$ cat src/rtl/data_mem_clr_if.sv
// Bus interface for data_mem_clr: load/store requests, clear request,
// read response, busy flag and access statistics.
interface data_mem_clr_if #(
    parameter int AW = 8,
    parameter int DW = 8
);
    logic [AW-1:0] DataAddress;
    logic          ReadMem;
    logic          WriteMem;
    logic [DW-1:0] DataIn;
    logic          ClearReq;
    logic [DW-1:0] DataOut;
    logic          ReadValid;
    logic          Busy;
    logic [15:0]   RdCount;
    logic [15:0]   WrCount;

    // Requester side (load/store unit)
    modport master (
        output DataAddress, ReadMem, WriteMem, DataIn, ClearReq,
        input  DataOut, ReadValid, Busy, RdCount, WrCount
    );

    // Memory side
    modport slave (
        input  DataAddress, ReadMem, WriteMem, DataIn, ClearReq,
        output DataOut, ReadValid, Busy, RdCount, WrCount
    );
endinterface

$ cat src/rtl/data_mem_clr.sv
// Single-port data memory with registered read, write-first forwarding on
// read-during-write, and a clear engine that fills every word with CLR_VAL
// after reset or on ClearReq before any access is accepted.
// Optional feature macro: DMEM_STATS_EN (saturating read/write counters);
// without it RdCount/WrCount are tied to zero.
module data_mem_clr #(
    parameter int            AW      = 8,
    parameter int            DW      = 8,
    parameter logic [DW-1:0] CLR_VAL = '0
) (
    input  logic           clk,
    input  logic           reset,
    data_mem_clr_if.slave  bus
);
    localparam int            DEPTH    = 2 ** AW;
    localparam logic [AW:0]   LAST_PTR = (AW + 1)'(DEPTH - 1);

    typedef enum logic {
        CLEAR = 1'b0,
        READY = 1'b1
    } state_t;

    state_t        state_reg;
    logic [AW:0]   clr_ptr_reg;

    logic [DW-1:0] mem [DEPTH];

    logic [DW-1:0] data_out_reg;
    logic          read_valid_reg;

    logic          ready;
    logic          clr_acc;
    logic          rd_acc;
    logic          wr_acc;

    logic          mem_we;
    logic [AW-1:0] mem_waddr;
    logic [DW-1:0] mem_wdata;

    // A clear request in READY wins over any access in the same cycle.
    assign ready   = (state_reg == READY);
    assign clr_acc = ready & bus.ClearReq;
    assign rd_acc  = ready & bus.ReadMem  & ~bus.ClearReq;
    assign wr_acc  = ready & bus.WriteMem & ~bus.ClearReq;

    // Single write port shared by the clear engine and the requester.
    always_comb begin
        mem_we    = 1'b0;
        mem_waddr = bus.DataAddress;
        mem_wdata = bus.DataIn;
        if (state_reg == CLEAR) begin
            mem_we    = 1'b1;
            mem_waddr = clr_ptr_reg[AW-1:0];
            mem_wdata = CLR_VAL;
        end else if (wr_acc) begin
            mem_we    = 1'b1;
        end
    end

    // Clear engine FSM: walk every word once, then serve accesses.
    always_ff @(posedge clk or posedge reset) begin
        if (reset) begin
            state_reg   <= CLEAR;
            clr_ptr_reg <= '0;
        end else begin
            case (state_reg)
                CLEAR: begin
                    clr_ptr_reg <= clr_ptr_reg + 1'b1;
                    if (clr_ptr_reg == LAST_PTR) begin
                        state_reg <= READY;
                    end
                end
                READY: begin
                    if (bus.ClearReq) begin
                        state_reg   <= CLEAR;
                        clr_ptr_reg <= '0;
                    end
                end
                default: begin
                    state_reg   <= CLEAR;
                    clr_ptr_reg <= '0;
                end
            endcase
        end
    end

    // Memory array write; no reset so it maps onto block RAM.
    always_ff @(posedge clk) begin
        if (mem_we) begin
            mem[mem_waddr] <= mem_wdata;
        end
    end

    // Registered read with write-first forwarding; DataOut holds between reads.
    always_ff @(posedge clk or posedge reset) begin
        if (reset) begin
            data_out_reg   <= '0;
            read_valid_reg <= 1'b0;
        end else begin
            read_valid_reg <= rd_acc;
            if (rd_acc) begin
                data_out_reg <= wr_acc ? bus.DataIn : mem[bus.DataAddress];
            end
        end
    end

    assign bus.DataOut   = data_out_reg;
    assign bus.ReadValid = read_valid_reg;
    assign bus.Busy      = (state_reg == CLEAR);

`ifdef DMEM_STATS_EN
    logic [15:0] rd_count_reg;
    logic [15:0] wr_count_reg;

    // Saturating access counters, cleared together with the memory.
    always_ff @(posedge clk or posedge reset) begin
        if (reset) begin
            rd_count_reg <= '0;
            wr_count_reg <= '0;
        end else if (clr_acc) begin
            rd_count_reg <= '0;
            wr_count_reg <= '0;
        end else begin
            if (rd_acc && (rd_count_reg != 16'hFFFF)) begin
                rd_count_reg <= rd_count_reg + 16'd1;
            end
            if (wr_acc && (wr_count_reg != 16'hFFFF)) begin
                wr_count_reg <= wr_count_reg + 16'd1;
            end
        end
    end

    assign bus.RdCount = rd_count_reg;
    assign bus.WrCount = wr_count_reg;
`else
    assign bus.RdCount = '0;
    assign bus.WrCount = '0;
`endif

endmodule

$ cat src/flat_wrapper.sv
// flat-port wrapper written by rule: the top's interface ports become plain ports
module data_mem_clr_flat 
#(
    parameter int            AW      = 8,
    parameter int            DW      = 8,
    parameter logic [DW-1:0] CLR_VAL = '0
)
  (clk, reset, bus_DataAddress, bus_ReadMem, bus_WriteMem, bus_DataIn, bus_ClearReq, bus_DataOut, bus_ReadValid, bus_Busy, bus_RdCount, bus_WrCount);
  data_mem_clr_if #(.AW(AW), .DW(DW)) bus_i ();
  input  logic clk;
  input  logic reset;
  input wire logic [$bits(bus_i.DataAddress)-1:0] bus_DataAddress;
  input wire logic [$bits(bus_i.ReadMem)-1:0] bus_ReadMem;
  input wire logic [$bits(bus_i.WriteMem)-1:0] bus_WriteMem;
  input wire logic [$bits(bus_i.DataIn)-1:0] bus_DataIn;
  input wire logic [$bits(bus_i.ClearReq)-1:0] bus_ClearReq;
  output wire logic [$bits(bus_i.DataOut)-1:0] bus_DataOut;
  output wire logic [$bits(bus_i.ReadValid)-1:0] bus_ReadValid;
  output wire logic [$bits(bus_i.Busy)-1:0] bus_Busy;
  output wire logic [$bits(bus_i.RdCount)-1:0] bus_RdCount;
  output wire logic [$bits(bus_i.WrCount)-1:0] bus_WrCount;
  assign bus_i.DataAddress = bus_DataAddress;
  assign bus_i.ReadMem = bus_ReadMem;
  assign bus_i.WriteMem = bus_WriteMem;
  assign bus_i.DataIn = bus_DataIn;
  assign bus_i.ClearReq = bus_ClearReq;
  assign bus_DataOut = bus_i.DataOut;
  assign bus_ReadValid = bus_i.ReadValid;
  assign bus_Busy = bus_i.Busy;
  assign bus_RdCount = bus_i.RdCount;
  assign bus_WrCount = bus_i.WrCount;
  data_mem_clr #(.AW(AW), .DW(DW), .CLR_VAL(CLR_VAL)) u_core (.clk(clk), .reset(reset), .bus(bus_i));
endmodule
$ cat config.mk
export PLATFORM = sky130hd
export DESIGN_NAME = data_mem_clr_flat
export DESIGN_NICKNAME = d
export VERILOG_FILES = /design/src/rtl/data_mem_clr_if.sv /design/src/rtl/data_mem_clr.sv /design/src/flat_wrapper.sv
export SDC_FILE = /design/constraint.sdc
export NUM_CORES = 2
export LEC_CHECK = 0
export CAP_MARGIN = 20
export CORE_UTILIZATION = 45
export CTS_BUF_LIST = sky130_fd_sc_hd__clkbuf_8 sky130_fd_sc_hd__clkbuf_16
export DETAILED_ROUTE_END_ITERATION = 10
export PLACE_DENSITY_LB_ADDON = 0.12
export SETUP_SLACK_MARGIN = 0.5
export SLEW_MARGIN = 25
export SYNTH_ARGS = -nofsm -noshare
export SYNTH_HDL_FRONTEND = slang
export SYNTH_SLANG_ARGS = --single-unit
export TNS_END_PERCENT = 5
$ cat constraint.sdc
create_clock -name clk -period 4.49 [get_ports clk]
set_input_delay 0.898 -clock clk [delete_from_list [all_inputs] [get_ports clk]]
set_output_delay 0.898 -clock clk [all_outputs]
set_load 0.01 [all_outputs]
# ---- Yosys cells after proc, flatten, opt, wreduce, memory -nomap -nowiden
# Memories as Yosys holds them, arrays and structs flattened. A register that Yosys moved wholly into a read port is not among the register bits.
# Index checks and enable logic that the tools add are counted.
dict set report word_totals {
  ramBits 2048
  inputBits 21
  mem_count 1
  reg_bits 11
  out_inout_bits 42
  elab_cells 24
}
# name depth word_bits rd rd_ports_with_merged_regs wr line_no
set mem_list {}
lappend mem_list {u_core.mem 256 8 1 1 1 data_mem_clr.sv:26} ;# logic [DW-1:0] mem [DEPTH];
dict set report classes {
  n_eq_ne 2
  bitwise_logic 6
  muxes 11
  addsub 1
}
# cell n
set op_table {}
lappend op_table {{$pmux W9 S2} 1}
lappend op_table {{$mux W8} 2}
lappend op_table {{$add A9 B1 Y9 const B} 1}
lappend op_table {{$eq A9 B8 Y1 const B} 1}
lappend op_table {{$mux W9} 1}
lappend op_table {{$mux W1} 6}
lappend op_table {{$and A1 B1 Y1} 4}
lappend op_table {{$ne A2 B2 Y1 const B} 1}
lappend op_table {{$not A1 Y1} 2}
lappend op_table {{$pmux W1 S2} 1}

# ---- Depth between registers and ports, before layout
dict set report depth {
  ltp_word 6
  mapped_depth 13
  depth_no_buf 7
}

# ---- Worst setup path before layout
# OpenSTA, ideal clock, no wires.
dict set report synth_path {
  path_type {input -> register}
  start {input port bus_DataIn[1]}
  end {memory u_core.mem[0][1] (data pin)}
  stages 1
  arrival_time_ps 4141
  t_required_ps 3620
  n_path_buf 0
  setup_time_ps 870
  path_slack_ps -521
  path_cell_list {and2_1}
}
dict set report synth_via {
  elab_chain_len 1
}
# item line_no
set synth_rtl {}
lappend synth_rtl {{start: declaration} flat_wrapper.sv:15} ;# input wire logic [$bits(bus_i.DataIn)-1:0] bus_DataIn;
lappend synth_rtl {{$mux W8} data_mem_clr.sv:51} ;# if (state_reg == CLEAR) begin
lappend synth_rtl {{end: declaration} data_mem_clr.sv:26}
# No other way between the ends.

==> flow_results.org <==
** Placement
- Prior to clock tree synthesis, the placed netlist has a worst setup slack of 0.1267 ns.
- DPL Wire Length :: 131.4 mm
- Final Wtd Congestion :: 0.8425
- Summing all placed instances gives a cell area of 0.08684 mm^2.
- Total instance count after detailed placement :: 6456
- During placement, the flow inserted port buffers numbering 30.

** Final layout
- NumNets Final :: 4334
- Fill cell total of the finished layout :: 14150
- Max reg flops :: 2048
- Non-filler instance count after layout :: 6840
- Cells with a size suffix above 1 make up 28.97% of the layout.
- The finished cells cover 0.09320 mm^2.
- The area growth from synthesis to layout is 15.29%.

** Synth
- Summing the sequential cell areas from Yosys gives 76.67% of the chip area.
- Cell with the most instances after synthesis :: sky130_fd_sc_hd__edfxtp_1
- Count of synthesis-stage warnings from yosys :: 0
- Count of mapped cells out of synthesis :: 3837
- Counting flops and latches in the post-synthesis netlist gives 2067.
- Count of unique library cells instantiated by Yosys :: 63
- Counting flops with a built-in enable in the synthesized netlist gives 2048.
- Top cell types by occurrence after synthesis :: sky130_fd_sc_hd__edfxtp_1 (2048), sky130_fd_sc_hd__mux4_2 (495), sky130_fd_sc_hd__nor2_1 (286), sky130_fd_sc_hd__mux2i_1 (133), sky130_fd_sc_hd__nand2_1 (116)
- Summed over all instances, the cell type with the most area after synthesis is sky130_fd_sc_hd__edfxtp_1.
- For this run, the leading register cell type out of synthesis is sky130_fd_sc_hd__edfxtp_1.
- The synthesized design devotes to its leading area cell type 76.08% of total area.
- Per-instance average area after synthesis :: 21.07 um^2
- Top cells by area, synth :: sky130_fd_sc_hd__edfxtp_1 (76%), sky130_fd_sc_hd__mux4_2 (14%), sky130_fd_sc_hd__mux2i_1 (1.6%)
- Total standard cell area after synthesis :: 0.08084 mm^2
- For this run, asynchronously set or reset flops after synthesis account for 0.9192%.

** Power and ir drop
- Sequential cells account for 52.4% of the total power.
- Clock share of power :: 39.6%
- LEAKAGE :: 0.03018 uW
- Power per cell area :: 439.4 mW/mm^2
- The internal power of the cells totals 31460 uW.
- In this run switching power makes up 23.18% of total power.
- Worst supply voltage drop on vdd :: 0.0004124 V
- The analysis attributes to net switching a power of 9493 uW.
- Combinational logic burns 8.0% of the power.

** Setup path
- For the worst setup path, the data arrival time is 4.21 ns.
- Startpoint kind of the worst setup timing path :: primary input
- Counting both buffers and inverters, the worst setup path holds a total of 3.
- The cell family contributing the most delay on the critical path is buffers and inverters.
- For this run, the slowest stage of the critical path takes 0.60 ns.
- Required time at the endpoint of the critical path :: 5.19 ns
- Crit-path cells :: buf_8 -> buf_12 -> mux4_2 -> mux2_2 -> o211ai_1 -> o311ai_0 -> buf_4 -> o311ai_1 -> o221ai_1
- Maximum fanout count along the critical path :: 61
- By startpoint and endpoint, the worst setup path is classified as in2reg.
- The worst setup path is captured at a flop.
- Slowest stage cell, crit path :: sky130_fd_sc_hd__mux4_2

** GRT
- The via count of the first global-routing pass is 40380.
- All-layer global routing usage :: 23.10%
- First-pass GRT wire length :: 298.4 mm
- The initial antenna violation count was 6.
- GR Overflow Total :: 0
- Pin count of the biggest net entering global routing :: 153

** Clock network
- The clock passes through at most 3 buffers.
- Number of setup buffers added after CTS :: 0
- Clock tree synthesis selected as its root buffer the cell sky130_fd_sc_hd__clkbuf_16.
- Clock network latency to the later pin of the worst-skew pair :: 0.84 ns
- Number of clock sinks seen by CTS :: 2067
- After clock tree synthesis, the repair step resized 0 gates.
- Depth of the CTS H-tree :: 4
- Clock transition time at the flip-flop clock pins of the worst setup and hold paths :: 0.06 ns
- TritonCTS clock tree :: built
- The number of clock buffers added by TritonCTS is 208.
- Hold-fix buffer count after cts :: 0

** Detailed routing
- Pre-antenna DRT Iters :: 5
- In the routed layout, each cell is associated on average with a via count of 5.849.
- Remaining design rule violation count :: 0
- Once detail routing completed, the nets flagged for antenna violations numbered 0.
- Summing over every cut layer, the via total after detailed routing is 40010.
- Detailed Route Iter0 Violations :: 4156
- After detailed routing, the total wire length is 207.6 mm.
- Wire length per cell after detailed routing :: 30.36 um

** STA
- Setup repair after global routing missed its margin :: false
- The worst pin sits at a relative slew slack of 36.73%.
- In the finished design, the share of the clock period the worst path needs comes to 78.31%.
- Upper clock frequency limit :: 0.2844 GHz
- The tightest hold path in the finished design has a slack of 0.5432 ns.
- Worst Clk Skew :: 0.03831 ns
- The number of failing hold endpoints at the final stage came to 0.
- Once routing completed, OpenROAD measured the worst setup slack at 0.9739 ns.
- The clock period could shrink to 3.516 ns.
- The max-slew violation count was 0.
- Setup violations remaining at the end of the flow were counted as 0.
- Slew at the pin with the worst max-slew slack :: 0.9372 ns

** Die
- The die covers 0.1813 mm^2.
- Starting density of the core :: 45.31%
- Row count :: 155
- Die Width :: 425.8 um
- Area of the core :: 0.1784 mm^2
- Height of the die :: 425.8 um
- In this run the count of I/O pins placed on the die edge is 63.

** Run
- Number of maximum-capacitance violations :: 0

** Worst hold path
- Min-delay worst type :: reg2reg

** Status
- The flow ran to the end, and the final reports show no timing, DRC or antenna violations.
cell families after synthesis:
group	count (synthesis)	share of synthesized area, %
DFF	2067	76.67
muxes	663	15.93
and+or+nand+nor	540	2.924
AOI/OAI and AO/OA	299	2.602
buffers and inverters	264	1.837
adders and majority gates	2	0.03095
other	1	0.004639
xor gates and xnor gates	1	0.01084
cells in the final DEF (no fill, tap or decap), drive strengths merged, types with 35 or more instances in the layout:
cell type     n
clkbuf      213
clkinv      106
buf         464
mux2i       133
mux2         35
mux4        495
inv          57
o22ai        77
nand3        43
edfxtp     2048
nand2       116
nor2        286
layout make-up:
type,count,area (um^2),share of cell area [%]
inverters,8,30.03,0.03222
diodes,5,12.51,0.01343
flip-flops and latches,2067,61970,66.50
clock inverters,166,1011,1.085
well taps,2355,2947,3.162
multi-input cells,1537,17600,18.88
clock buffers,213,5330,5.719
repair buffers,489,4294,4.608
worst reg2reg max path, stage by stage (launching register included):
cell	delay (ns)
sky130_fd_sc_hd__dfrtp_1	0.37
sky130_fd_sc_hd__buf_4	0.29
sky130_fd_sc_hd__or3_1	0.37
sky130_fd_sc_hd__o21ai_1	0.12
sky130_fd_sc_hd__buf_4	0.23
sky130_fd_sc_hd__nand3_2	0.56
sky130_fd_sc_hd__nor2_1	0.91
final timing paths:
path | start | slack [ns] | cells past startpoint | to
setup reg to reg | u_core.ready | 1.28 | 6 | u_core.mem[16][1]
hold / removal | u_core.clr_ptr_reg[8] | 0.54 | 2 | u_core.clr_ptr_reg[8]
setup / recovery | bus_DataAddress[1] | 0.97 | 9 | u_core.bus.DataOut[2]
hold reg to reg | u_core.clr_ptr_reg[8] | 0.54 | 2 | u_core.clr_ptr_reg[8]
min in group asynchronous | reset | 0.70 | 2 | u_core.clr_ptr_reg[1]
max in group asynchronous | reset | 3.28 | 2 | u_core.bus.DataOut[6]
through the flow:
step	total power [uW]	TNS (ns)	util, %
detailed placement	25140	0	48.67
floorplan	23490	-263.91	-
global route	42120	0	52.23
finish	40950	0	52.23
global placement	25140	0	48.67
CTS	41260	0	52.23
per-layer routing:
metal / wire [um] / GRT usage (%) / share of wire [%] / vias to the layer above
met3: 12100 / 3.419 / 5.8 / 293
met5: 0 / 0 / 0 / -
met1: 89310 / 32.98 / 43 / 21460
met2: 100600 / 37.14 / 48 / 1366
li1: - / - / - / 16890
met4: 5619 / 6.643 / 2.7 / 0
power by group through the flow:
stage / registers [uW] / logic [uW] / clock network (uW)
4_1_cts: 21400 / 3300 / 16500
3_3_place_gp: 21800 / 3290 / 0
6_report: 21400 / 3300 / 16200
3_5_place_dp: 21900 / 3290 / 0
2_1_floorplan: 21800 / 1690 / 0
5_1_grt: 21500 / 3440 / 17200
No activity file was read; power rests on OpenSTA's default activity.
